$ cat src/rtl/pipeline_hazard_ctrl.sv
// -----------------------------------------------------------------------------
// pipeline_hazard_ctrl
//
// Sequencing controller for a pipelined RISC-V datapath. It gates the PC and
// pipeline-register updates from a run enable, stalls on load-use hazards,
// squashes the wrong-path IF/ID instruction on a taken branch, and freezes the
// back half of the pipeline while a data-memory access is outstanding. A
// memory access that never completes is turned into a sticky error.
//
// Parameters
//   CNT_W        width of the saturating stall-cycle counter
//   MEM_TIMEOUT  wait cycles allowed for a memory access before ERROR
//                (0 disables the timeout)
//
// Ports
//   clk_i           clock, rising edge
//   rst_i           asynchronous, active-high reset
//   start_i         run enable; 0 parks the pipeline
//   ID_rs1_i        rs1 of the instruction in ID
//   ID_rs2_i        rs2 of the instruction in ID
//   ID_uses_rs2_i   ID instruction reads rs2
//   EX_rd_i         rd of the instruction in EX
//   EX_MemRead_i    EX instruction is a load
//   branch_taken_i  branch/jump in EX resolved taken
//   mem_req_i       MEM stage is accessing data memory this cycle
//   mem_ack_i       data memory completes the access this cycle
//   PCWrite_o       PC load enable
//   IFID_Write_o    IF/ID load enable
//   IFID_Flush_o    clear IF/ID to NOP
//   IDEX_Bubble_o   load NOP (controls zeroed) into ID/EX
//   Pipe_Hold_o     freeze ID/EX, EX/MEM and MEM/WB
//   state_o         0 IDLE, 1 RUN, 2 MEM_WAIT, 3 ERROR
//   stall_cnt_o     cycles with PCWrite_o=0 while in RUN or MEM_WAIT
//   err_o           sticky memory-timeout error
// -----------------------------------------------------------------------------
module pipeline_hazard_ctrl #(
  parameter int CNT_W       = 16,
  parameter int MEM_TIMEOUT = 64
) (
  input  logic             clk_i,
  input  logic             rst_i,
  input  logic             start_i,
  input  logic [4:0]       ID_rs1_i,
  input  logic [4:0]       ID_rs2_i,
  input  logic             ID_uses_rs2_i,
  input  logic [4:0]       EX_rd_i,
  input  logic             EX_MemRead_i,
  input  logic             branch_taken_i,
  input  logic             mem_req_i,
  input  logic             mem_ack_i,
  output logic             PCWrite_o,
  output logic             IFID_Write_o,
  output logic             IFID_Flush_o,
  output logic             IDEX_Bubble_o,
  output logic             Pipe_Hold_o,
  output logic [1:0]       state_o,
  output logic [CNT_W-1:0] stall_cnt_o,
  output logic             err_o
);

  typedef enum logic [1:0] {
    S_IDLE     = 2'd0,
    S_RUN      = 2'd1,
    S_MEM_WAIT = 2'd2,
    S_ERROR    = 2'd3
  } state_e;

  // The wait counter only has to reach MEM_TIMEOUT; it saturates beyond that,
  // which keeps it harmless when the timeout is disabled.
  localparam int                WAIT_W     = (MEM_TIMEOUT > 1) ? $clog2(MEM_TIMEOUT + 1) : 1;
  localparam bit                TIMEOUT_EN = (MEM_TIMEOUT != 0);
  localparam logic [WAIT_W-1:0] TIMEOUT_V  = WAIT_W'(MEM_TIMEOUT);
  localparam logic [WAIT_W-1:0] WAIT_ONE   = WAIT_W'(1);

  state_e             state_q, state_d;
  logic [CNT_W-1:0]   stall_cnt_q, stall_cnt_d;
  logic [WAIT_W-1:0]  wait_cnt_q, wait_cnt_d;
  logic [WAIT_W-1:0]  wait_inc;
  logic               err_q, err_d;

  logic               load_use;
  logic               mem_stall;

  // Controls for normal flow (branch squash, load-use bubble, or advance).
  logic               flow_pc_write;
  logic               flow_ifid_write;
  logic               flow_ifid_flush;
  logic               flow_idex_bubble;

  // ---------------------------------------------------------------------------
  // Hazard detection
  // ---------------------------------------------------------------------------
  // x0 is hard-wired to zero, so a load targeting it never creates a hazard.
  assign load_use = EX_MemRead_i && (EX_rd_i != 5'd0) &&
                    ((EX_rd_i == ID_rs1_i) ||
                     (ID_uses_rs2_i && (EX_rd_i == ID_rs2_i)));

  // An access acknowledged in the same cycle it is requested costs nothing.
  assign mem_stall = mem_req_i && !mem_ack_i;

  assign wait_inc = (wait_cnt_q == '1) ? wait_cnt_q : wait_cnt_q + WAIT_ONE;

  // A taken branch wins over load-use: the stalled ID instruction is on the
  // wrong path and is flushed anyway.
  always_comb begin
    // NOTE: every output of a combinational block gets a default first, so no
    // path through the if/else chain can leave it unassigned and infer a latch.
    flow_pc_write    = 1'b1;
    flow_ifid_write  = 1'b1;
    flow_ifid_flush  = 1'b0;
    flow_idex_bubble = 1'b0;
    if (branch_taken_i) begin
      flow_ifid_flush  = 1'b1;
      flow_idex_bubble = 1'b1;
    end else if (load_use) begin
      flow_pc_write    = 1'b0;
      flow_ifid_write  = 1'b0;
      flow_idex_bubble = 1'b1;
    end
  end

  // ---------------------------------------------------------------------------
  // Next state and Mealy outputs
  // ---------------------------------------------------------------------------
  always_comb begin
    state_d    = state_q;
    wait_cnt_d = wait_cnt_q;
    err_d      = err_q;

    // Parked outputs: nothing advances and ID/EX is fed NOPs.
    PCWrite_o     = 1'b0;
    IFID_Write_o  = 1'b0;
    IFID_Flush_o  = 1'b0;
    IDEX_Bubble_o = 1'b1;
    Pipe_Hold_o   = 1'b0;

    unique case (state_q)
      S_IDLE: begin
        if (start_i) state_d = S_RUN;
      end

      S_RUN: begin
        // An in-flight memory access must complete even if start_i drops.
        if (mem_stall) begin
          IDEX_Bubble_o = 1'b0;
          Pipe_Hold_o   = 1'b1;
          wait_cnt_d    = WAIT_ONE;
          if (TIMEOUT_EN && (WAIT_ONE >= TIMEOUT_V)) begin
            state_d = S_ERROR;
            err_d   = 1'b1;
          end else begin
            state_d = S_MEM_WAIT;
          end
        end else if (!start_i) begin
          state_d = S_IDLE;
        end else begin
          PCWrite_o     = flow_pc_write;
          IFID_Write_o  = flow_ifid_write;
          IFID_Flush_o  = flow_ifid_flush;
          IDEX_Bubble_o = flow_idex_bubble;
        end
      end

      S_MEM_WAIT: begin
        if (!mem_ack_i) begin
          IDEX_Bubble_o = 1'b0;
          Pipe_Hold_o   = 1'b1;
          wait_cnt_d    = wait_inc;
          if (TIMEOUT_EN && (wait_inc >= TIMEOUT_V)) begin
            state_d = S_ERROR;
            err_d   = 1'b1;
          end
        end else begin
          // The ack cycle already behaves like a RUN cycle.
          PCWrite_o     = flow_pc_write;
          IFID_Write_o  = flow_ifid_write;
          IFID_Flush_o  = flow_ifid_flush;
          IDEX_Bubble_o = flow_idex_bubble;
          state_d       = start_i ? S_RUN : S_IDLE;
        end
      end

      S_ERROR: begin
        // Parked until reset.
      end
    endcase
  end

  // Stall cycles are counted only while the pipeline is meant to be running.
  always_comb begin
    stall_cnt_d = stall_cnt_q;
    if (((state_q == S_RUN) || (state_q == S_MEM_WAIT)) && !PCWrite_o &&
        (stall_cnt_q != '1)) begin
      stall_cnt_d = stall_cnt_q + CNT_W'(1);
    end
  end

  // ---------------------------------------------------------------------------
  // State registers
  // ---------------------------------------------------------------------------
  always_ff @(posedge clk_i or posedge rst_i) begin
    if (rst_i) begin
      state_q     <= S_IDLE;
      stall_cnt_q <= '0;
      wait_cnt_q  <= '0;
      err_q       <= 1'b0;
    end else begin
      // NOTE: registers use non-blocking assignments so every flop samples the
      // pre-edge values, independent of statement order.
      state_q     <= state_d;
      stall_cnt_q <= stall_cnt_d;
      wait_cnt_q  <= wait_cnt_d;
      err_q       <= err_d;
    end
  end

  assign state_o     = state_q;
  assign stall_cnt_o = stall_cnt_q;
  assign err_o       = err_q;

endmodule

$ cat config.mk
export PLATFORM = sky130hd
export DESIGN_NAME = pipeline_hazard_ctrl
export DESIGN_NICKNAME = d
export VERILOG_FILES = /design/src/rtl/pipeline_hazard_ctrl.sv
export SDC_FILE = /design/constraint.sdc
export NUM_CORES = 1
export LEC_CHECK = 0
export ABC_AREA = 0
export CAP_MARGIN = 15
export CORE_ASPECT_RATIO = 1.5
export CORE_MARGIN = 1.5
export CORE_UTILIZATION = 50
export DETAILED_ROUTE_END_ITERATION = 6
export GPL_ROUTABILITY_DRIVEN = 0
export PLACE_DENSITY_LB_ADDON = 0.25
export SLEW_MARGIN = 10
export SYNTH_ARGS = -nofsm -noshare
export SYNTH_HDL_FRONTEND = slang
export SYNTH_SLANG_ARGS = --single-unit
$ cat constraint.sdc
create_clock -name clk_i -period 3.6 [get_ports clk_i]
set_clock_uncertainty 0.1 [all_clocks]
set_input_delay 0.36 -clock clk_i [delete_from_list [all_inputs] [get_ports clk_i]]
set_output_delay 0.36 -clock clk_i [all_outputs]
set_load 0.02 [all_outputs]
==> impl_metrics.sql, run 1 <==
INSERT INTO impl_metrics (metric_group, metric, value, unit) VALUES
('setup_path', 'cpMaxStageDelayCell', 'clkdlybuf4s50_1', ''),
('setup_path', 'crit_buf_inv', '2', ''),
('logic_synthesis', 'yosysMostFrequentCell', 'dfrtp_1', ''),
('timing', 'final-max-slew-violation-count', '0', ''),
('clock_tree', 'cts.repair_timing.setup_buffer_count', '0', ''),
('drt', 'drtAntennaViolNets', '0', ''),
('floorplanning', 'core_area', '0.00294', 'mm2'),
('timing', 'max_freq', '340', 'MHz'),
('drt', 'routed_wire_length_per_instance', '15.1', 'um'),
('cells_and_area', 'finish.utilization', '71.0', '%'),
('logic_synthesis', 'synth_top_flop_cell', 'dfrtp_1', ''),
('clock_tree', 'cts-resized-gates', '0', ''),
('setup_path', 'critPathKind', 'in -> out', ''),
('cells_and_area', 'final.fill_count', '249', ''),
('cells_and_area', 'areaGrowthSynthToFinish', '33.4', '%'),
('drt', 'dr_total_vias', '1382', ''),
('pwr', 'internal_power_of_the_cells', '738', 'uW'),
('grt', 'first_global_vias', '1430', ''),
('timing', 'worst_pin_slew', '0.952', 'ns'),
('clock_tree', 'clkSlewWorstSetupHoldPaths', '0.09', 'ns'),
('timing', 'rsz_0062_raised_after_global_routing', 'false', ''),
('clock_tree', 'h-tree-depth', '1', ''),
('grt', 'groute.layer.met2.usage', '44.9', '%'),
('logic_synthesis', 'number_of_flops_mapped_to_enable_cells_by_yosys', '0', ''),
('pwr', 'power.clock.fraction', '12.9', '%'),
('timing', 'report.final.setup_viol', '0', ''),
('clock_tree', 'cts-root-to-sink-buffers', '2', ''),
('logic_synthesis', 'netlist-cell-type-count', '40', ''),
('logic_synthesis', 'adder_cell_share_of_the_synthesized_area', '4.79', '%'),
('floorplanning', 'chipHeight', '71.6', 'um'),
('timing', 'maxSlewHeadroom', '36.5', '%'),
('place', 'place.detailed.hpwl', '2880', 'um'),
('cells_and_area', 'insertedDiodeCount', '0', ''),
('clock_tree', 'cts_inserted_buffers', '3', ''),
('clock_tree', 'clk-insertion-delay-late', '0.27', 'ns'),
('logic_synthesis', 'yosys-mux-area-fraction', '2.08', '%'),
('setup_path', 'critPathRequiredTime', '3.14', 'ns'),
('logic_synthesis', 'postSynthCellCount', '159', ''),
('cells_and_area', 'ratio_of_cells_with_drive_above_1_in_the_final_layout', '6.37', '%'),
('grt', 'grt-ovfl-total', '0', ''),
('flow_run', 'max_cap_violations', '0', ''),
('logic_synthesis', 'sequential_area_share_after_synthesis', '41.5', '%'),
('logic_synthesis', 'syn_area_per_cell', '9.86', 'um2'),
('logic_synthesis', 'synth-async-reset-ratio', '100', '%'),
('drt', 'drt_wl_total', '3680', 'um'),
('logic_synthesis', 'synthesis.yosys.warnings', '0', ''),
('floorplanning', 'chipWidth', '48.7', 'um'),
('floorplanning', 'die_area', '0.00349', 'mm2'),
('logic_synthesis', 'top_cells_by_area_in_the_synthesized_netlist', 'dfrtp_1 42%, xnor2_1 14%, ha_1 4.8%, nand3_1 3.2%, nand2_1 3.1%', ''),
('pwr', 'sequential_share_of_power', '34.6', '%'),
('timing', 'final_period_minus_worst_setup_slack', '2.94', 'ns'),
('setup_path', 'critical_path.max_fanout', '3', ''),
('cells_and_area', 'num-nets-final', '235', ''),
('grt', 'grt_use_total', '22.5', '%'),
('logic_synthesis', 'netlist.area_leader.share', '41.5', '%'),
('pwr', 'relative_contribution_of_combinational_cells_to_total_power', '52.5', '%'),
('logic_synthesis', 'nets_in_the_synthesized_netlist', '188', ''),
('clock_tree', 'cts_root_buffer', 'clkbuf_8', ''),
('place', 'io_buf_count', '46', ''),
('grt', 'grt_start_max_net_pins', '27', ''),
('floorplanning', 'start_util', '53.3', '%'),
('grt', 'grt.met1_usage', '23.4', '%'),
('drt', 'detail_route.drc_violations', '0', ''),
('grt', 'antenna_found_initial', '0', ''),
('timing', 'finalCritPeriodShare', '81.6', '%'),
('outcome', 'run_status', 'complete, no violations', ''),
('grt', 'grt_first_pass_wirelength', '6270', 'um'),
('setup_path', 'start_kind', 'input pin', ''),
('logic_synthesis', 'netlist_area', '0.00157', 'mm2'),
('logic_synthesis', 'synth-xor-area-share', '15.6', '%'),
('grt', 'grt-busiest-layer', 'met2', '');
## layout by cell type, fill, tap and decap left out, types with 2 or more instances in the layout
cell type        netlist  routed
a21o_1                 3       3
nor3_1                 3       3
nand2b_1               2       2
xnor2_1               25      25
a22o_1                 2       2
a21oi_1                5       5
nand2_1               13      13
xor2_1                 3       3
and4_1                 2       2
clkbuf_8               0       3
nor3b_1                2       2
mux2_2                 2       2
nand3_1               10      10
inv_1                  7       7
ha_1                   6       6
nand4_1                7       7
o21ai_0                6       6
o22ai_1                2       2
nor2_1                 8       8
clkdlybuf4s50_1        0      46
dfrtp_1               26      26
and3_1                 5       5
## routing by layer
| layer | wire length (um) | vias to the layer above |
|---|---|---|
| met5 | 0 | - |
| met4 | 68 | 0 |
| met3 | 114 | 8 |
| met2 | 2100 | 40 |
| met1 | 1400 | 678 |
| li1 | - | 656 |
## power groups by stage
stage / Clock [uW] / Sequential [uW] / Combinational (uW)
floorplan: 0 / 470 / 390
global placement: 0 / 427 / 628
detailed placement: 0 / 435 / 653
CTS: 163 / 431 / 657
global route: 171 / 441 / 709
finish: 161 / 432 / 655
## final cells by class
type	instances	area, um2	share of cell area [%]
clock buffer	3	41.3	1.97
inverter	7	26.3	1.26
multi-input combinational	122	863	41.3
sequential	26	651	31.1
tap	39	48.8	2.33
timing repair buffer	46	460	22.0
## registers in the layout, indices dropped and copies added (netlist names)
register and count:
state_o 2, wait_cnt_q 7, err_o 1, stall_cnt_o 16
## path summary, 6_finish.rpt
check                                           startpoint                         end  slack (ns)  cells after the start
worst max-delay path                            EX_rd_i[2]               IDEX_Bubble_o        0.66                      7
worst min-delay path                     err_o$_DFFE_PP0P_           err_o$_DFFE_PP0P_        0.41                      1
worst max register to register  stall_cnt_o[0]$_DFFE_PP0P_  stall_cnt_o[4]$_DFFE_PP0P_        1.29                      7
worst min register to register           err_o$_DFFE_PP0P_           err_o$_DFFE_PP0P_        0.41                      1
max in group asynchronous                            rst_i      state_o[1]$_DFFE_PP0P_        2.32                      2
min in group asynchronous                            rst_i           err_o$_DFFE_PP0P_        0.50                      2
## worst reg2reg max path: cells and delay by family (launching register included)
family / cells / cell delay (ns)
compound gates: 1 / 0.33
xor+xnor: 1 / 0.15
fa+ha+maj: 1 / 0.25
simple gates: 4 / 0.94
flops: 1 / 0.44
## metrics by stage
stage          std cells  hold slack [ns]  setup WS, ns  cell area [um2]  power, uW
2_1_floorplan        159            0.300          1.33             1570        860
3_3_place_gp         240            0.361         0.712             2050       1060
3_5_place_dp         240            0.392         0.677             2050       1090
4_1_cts              243            0.414         0.667             2090       1250
5_1_grt              243            0.440         0.538             2090       1320
6_report             243            0.412         0.663             2090       1250
## logic make-up (layout without fill, tap and decap cells)
logic type                 count (synthesis)  count (layout)
and+or+nand+nor                           59              59
xor gates and xnor gates                  28              28
AOI/OAI and AO/OA                         26              26
DFF                                       26              26
buffers and inverters                     11              56
adders and majority gates                  6               6
muxes                                      3               3
Power figures use the tool's default switching activity.
==> run 2, diff against run 1 <==
- CORE_UTILIZATION: 50 -> 42
- clock period: 3.6 -> 2.5 ns (I/O delays scaled with it)
==> run 2 against run 1 <==
Sequential power rose by 41%. Non-clock buffer count rose by 10. Final area rose by 4.9%. Largest power group unchanged. Highest routed layer unchanged. Critical endpoint is now IFID_Write_o. Combinational power rose by 49%. Die area rose by 18%. Utilization fell by 10 points.
==> impl_metrics.sql, run 2 (synthesis gave the netlist of run 1 again) <==
INSERT INTO impl_metrics (metric_group, metric, value, unit) VALUES
('pwr', 'p_sw', '752', 'uW'),
('place', 'io_buf_count', '46', ''),
('pwr', 'p_sw_share', '38.8', '%'),
('clock_tree', 'cts_num_sinks', '26', ''),
('drt', 'detailedRoute.firstPassIterationCount', '4', ''),
('drt', 'drt_wl_total', '3680', 'um'),
('timing', 'max_freq', '421', 'MHz'),
('clock_tree', 'cts_inserted_buffers', '3', ''),
('setup_path', 'critPathRequiredTime', '2.15', 'ns'),
('cells_and_area', 'areaGrowthSynthToFinish', '39.9', '%'),
('worst_hold_path', 'min-delay-path-class', 'in -> async', ''),
('cells_and_area', 'final.fill_count', '313', ''),
('floorplanning', 'fp-row-count', '27', ''),
('setup_path', 'critical_path.max_fanout', '3', ''),
('clock_tree', 'cts_root_buffer', 'clkbuf_8', ''),
('timing', 'maxSlewHeadroom', '65.6', '%'),
('cells_and_area', 'finish.utilization', '60.7', '%'),
('cells_and_area', 'insertedDiodeCount', '0', ''),
('grt', 'grt_start_max_net_pins', '27', ''),
('grt', 'grt-ovfl-total', '0', ''),
('timing', 'final-max-slew-violation-count', '0', ''),
('setup_path', 'critPathKind', 'in -> out', ''),
('pwr', 'irDropWorstVdd', '0.800', 'mV'),
('cells_and_area', 'mostFrequentLayoutCell', 'clkdlybuf4s50_1', ''),
('pwr', 'p_per_area', '883', 'mW/mm2'),
('drt', 'routed_wire_length_per_instance', '14.3', 'um'),
('floorplanning', 'die_area', '0.00412', 'mm2'),
('timing', 'post-route-worst-setup-slack', '0.124', 'ns'),
('drt', 'dr_total_vias', '1368', ''),
('clock_tree', 'clkSlewWorstSetupHoldPaths', '0.09', 'ns'),
('floorplanning', 'chipWidth', '52.9', 'um'),
('timing', 'final_hold_viol_count', '0', ''),
('timing', 'rsz_0062_raised_after_global_routing', 'false', ''),
('drt', 'detail_route.drc_violations', '0', ''),
('pwr', 'sequential_share_of_power', '31.5', '%'),
('grt', 'first_global_vias', '1456', ''),
('clock_tree', 'cts-root-to-sink-buffers', '2', ''),
('cells_and_area', 'flip_flop_count_of_the_largest_register_all_copies_and_words_added', '16', ''),
('pwr', 'relative_contribution_of_combinational_cells_to_total_power', '50.3', '%'),
('cells_and_area', 'final_cell_mix', '41 x clkdlybuf4s50_1, 26 x dfrtp_1, 25 x xnor2_1', ''),
('grt', 'antenna_found_initial', '0', ''),
('clock_tree', 'h-tree-depth', '1', ''),
('clock_tree', 'cts.hold.buffers_added', '0', ''),
('timing', 'finalSetupTns', '0', 'ns'),
('timing', 'fin_worst_hold_slack', '0.215', 'ns'),
('pwr', 'p_leak', '0.000948', 'uW'),
('place', 'place.detailed.hpwl', '2900', 'um'),
('outcome', 'run_status', 'complete, no violations', ''),
('place', 'preCtsSetupSlack', '-0.203', 'ns'),
('pwr', 'power.clock.fraction', '18.2', '%'),
('setup_path', 'worstSetupEndpointType', 'primary output', ''),
('setup_path', 'cp.arrival', '2.03', 'ns'),
('clock_tree', 'cts_tree', 'yes', ''),
('cells_and_area', 'finish.instance_area', '0.00219', 'mm2'),
('floorplanning', 'chipHeight', '77.8', 'um'),
('timing', 'worst_pin_slew', '0.512', 'ns'),
('floorplanning', 'start_util', '43.4', '%'),
('drt', 'detailedRoute.firstIterationViolations', '33', ''),
('setup_path', 'start_kind', 'input pin', ''),
('cells_and_area', 'num-nets-final', '245', ''),
('drt', 'via_per_inst', '5.30', ''),
('cells_and_area', 'ratio_of_cells_with_drive_above_1_in_the_final_layout', '12.1', '%'),
('place', 'placed_cell_area', '0.00213', 'mm2'),
('pwr', 'internal_power_of_the_cells', '1190', 'uW'),
('drt', 'drtAntennaViolNets', '0', ''),
('timing', 'final_period_minus_worst_setup_slack', '2.38', 'ns'),
('flow_run', 'max_cap_violations', '0', ''),
('clock_tree', 'clk-insertion-delay-late', '0.27', 'ns'),
('timing', 'report.final.setup_viol', '0', ''),
('grt', 'grt_first_pass_wirelength', '6470', 'um'),
('floorplanning', 'core_area', '0.00361', 'mm2'),
('timing', 'finalCritPeriodShare', '95.0', '%'),
('floorplanning', 'floorplan.io_pins', '47', ''),
('grt', 'grt_use_total', '20.8', '%');
==> run 2: changes by cell type in the layout (fill, tap and decap cells not counted), sizes merged <==
cell and change:
bufinv +1, clkbuf +1, buf +10, clkdlybuf4s50 -5, dlygate4sd2 +4
==> run 2: stage by stage <==
step / total power, uW / cells
global route: 2080 / 258
global placement: 1580 / 254
finish: 1940 / 258
CTS: 1960 / 258
detailed placement: 1620 / 254
floorplan: 1240 / 159
==> run 2: final cells by class <==
class | count | area, um2 | share of cell area, %
clock buffers | 3 | 41.3 | 1.88
clock inverters | 1 | 30.0 | 1.37
inverters | 7 | 26.3 | 1.20
multi-input cells | 122 | 866 | 39.5
flip-flops and latches | 26 | 651 | 29.7
well taps | 43 | 53.8 | 2.45
repair buffers | 56 | 526 | 24.0
==> run 2: worst max-delay path: stages <==
cell,delay [ns]
clkdlybuf4s50_1,0.47
or4_1,0.56
o21ai_2,0.20
o311a_2,0.20
dlygate4sd2_1,0.35
==> run 2: worst paths after layout <==
path	startpoint	to	slack [ns]	cells past startpoint
min	rst_i	wait_cnt_q[5]$_DFFE_PP0P_	0.21	3
max in group asynchronous	rst_i	stall_cnt_o[15]$_DFFE_PP0P_	1.83	3
min reg2reg	err_o$_DFFE_PP0P_	err_o$_DFFE_PP0P_	0.38	1
min in group clk_i	err_o$_DFFE_PP0P_	err_o$_DFFE_PP0P_	0.38	1
max reg2reg	stall_cnt_o[0]$_DFFE_PP0P_	stall_cnt_o[12]$_DFFE_PP0P_	0.15	7
max	EX_rd_i[3]	IFID_Write_o	0.12	5
==> run 2: timing repair <==
| action | 4_1_cts | 5_1_grt |
|---|---|---|
| gates cloned | 0 | 0 |
| resized for setup | 6 | 3 |
| pin swaps | 0 | 0 |
| setup endpoints to repair | 5 | 1 |
| setup buffers | 0 | 0 |
==> run 2: routing by layer <==
metal	wire length, um	global-route usage [%]	vias up	share of wire (%)
met5	0	0	-	0
met3	149	4.04	7	4.0
met4	74	7.18	0	2.0
met1	1430	23.0	652	39
met2	2030	37.8	33	55
li1	-	-	676	-
==> run 2: power by group through the flow <==
| stage | combinational (uW) | sequential [uW] | clock (uW) |
|---|---|---|---|
| 2_1_floorplan | 561 | 677 | 0 |
| 3_3_place_gp | 972 | 610 | 0 |
| 3_5_place_dp | 1000 | 615 | 0 |
| 4_1_cts | 986 | 611 | 365 |
| 5_1_grt | 1070 | 628 | 379 |
| 6_report | 975 | 610 | 352 |
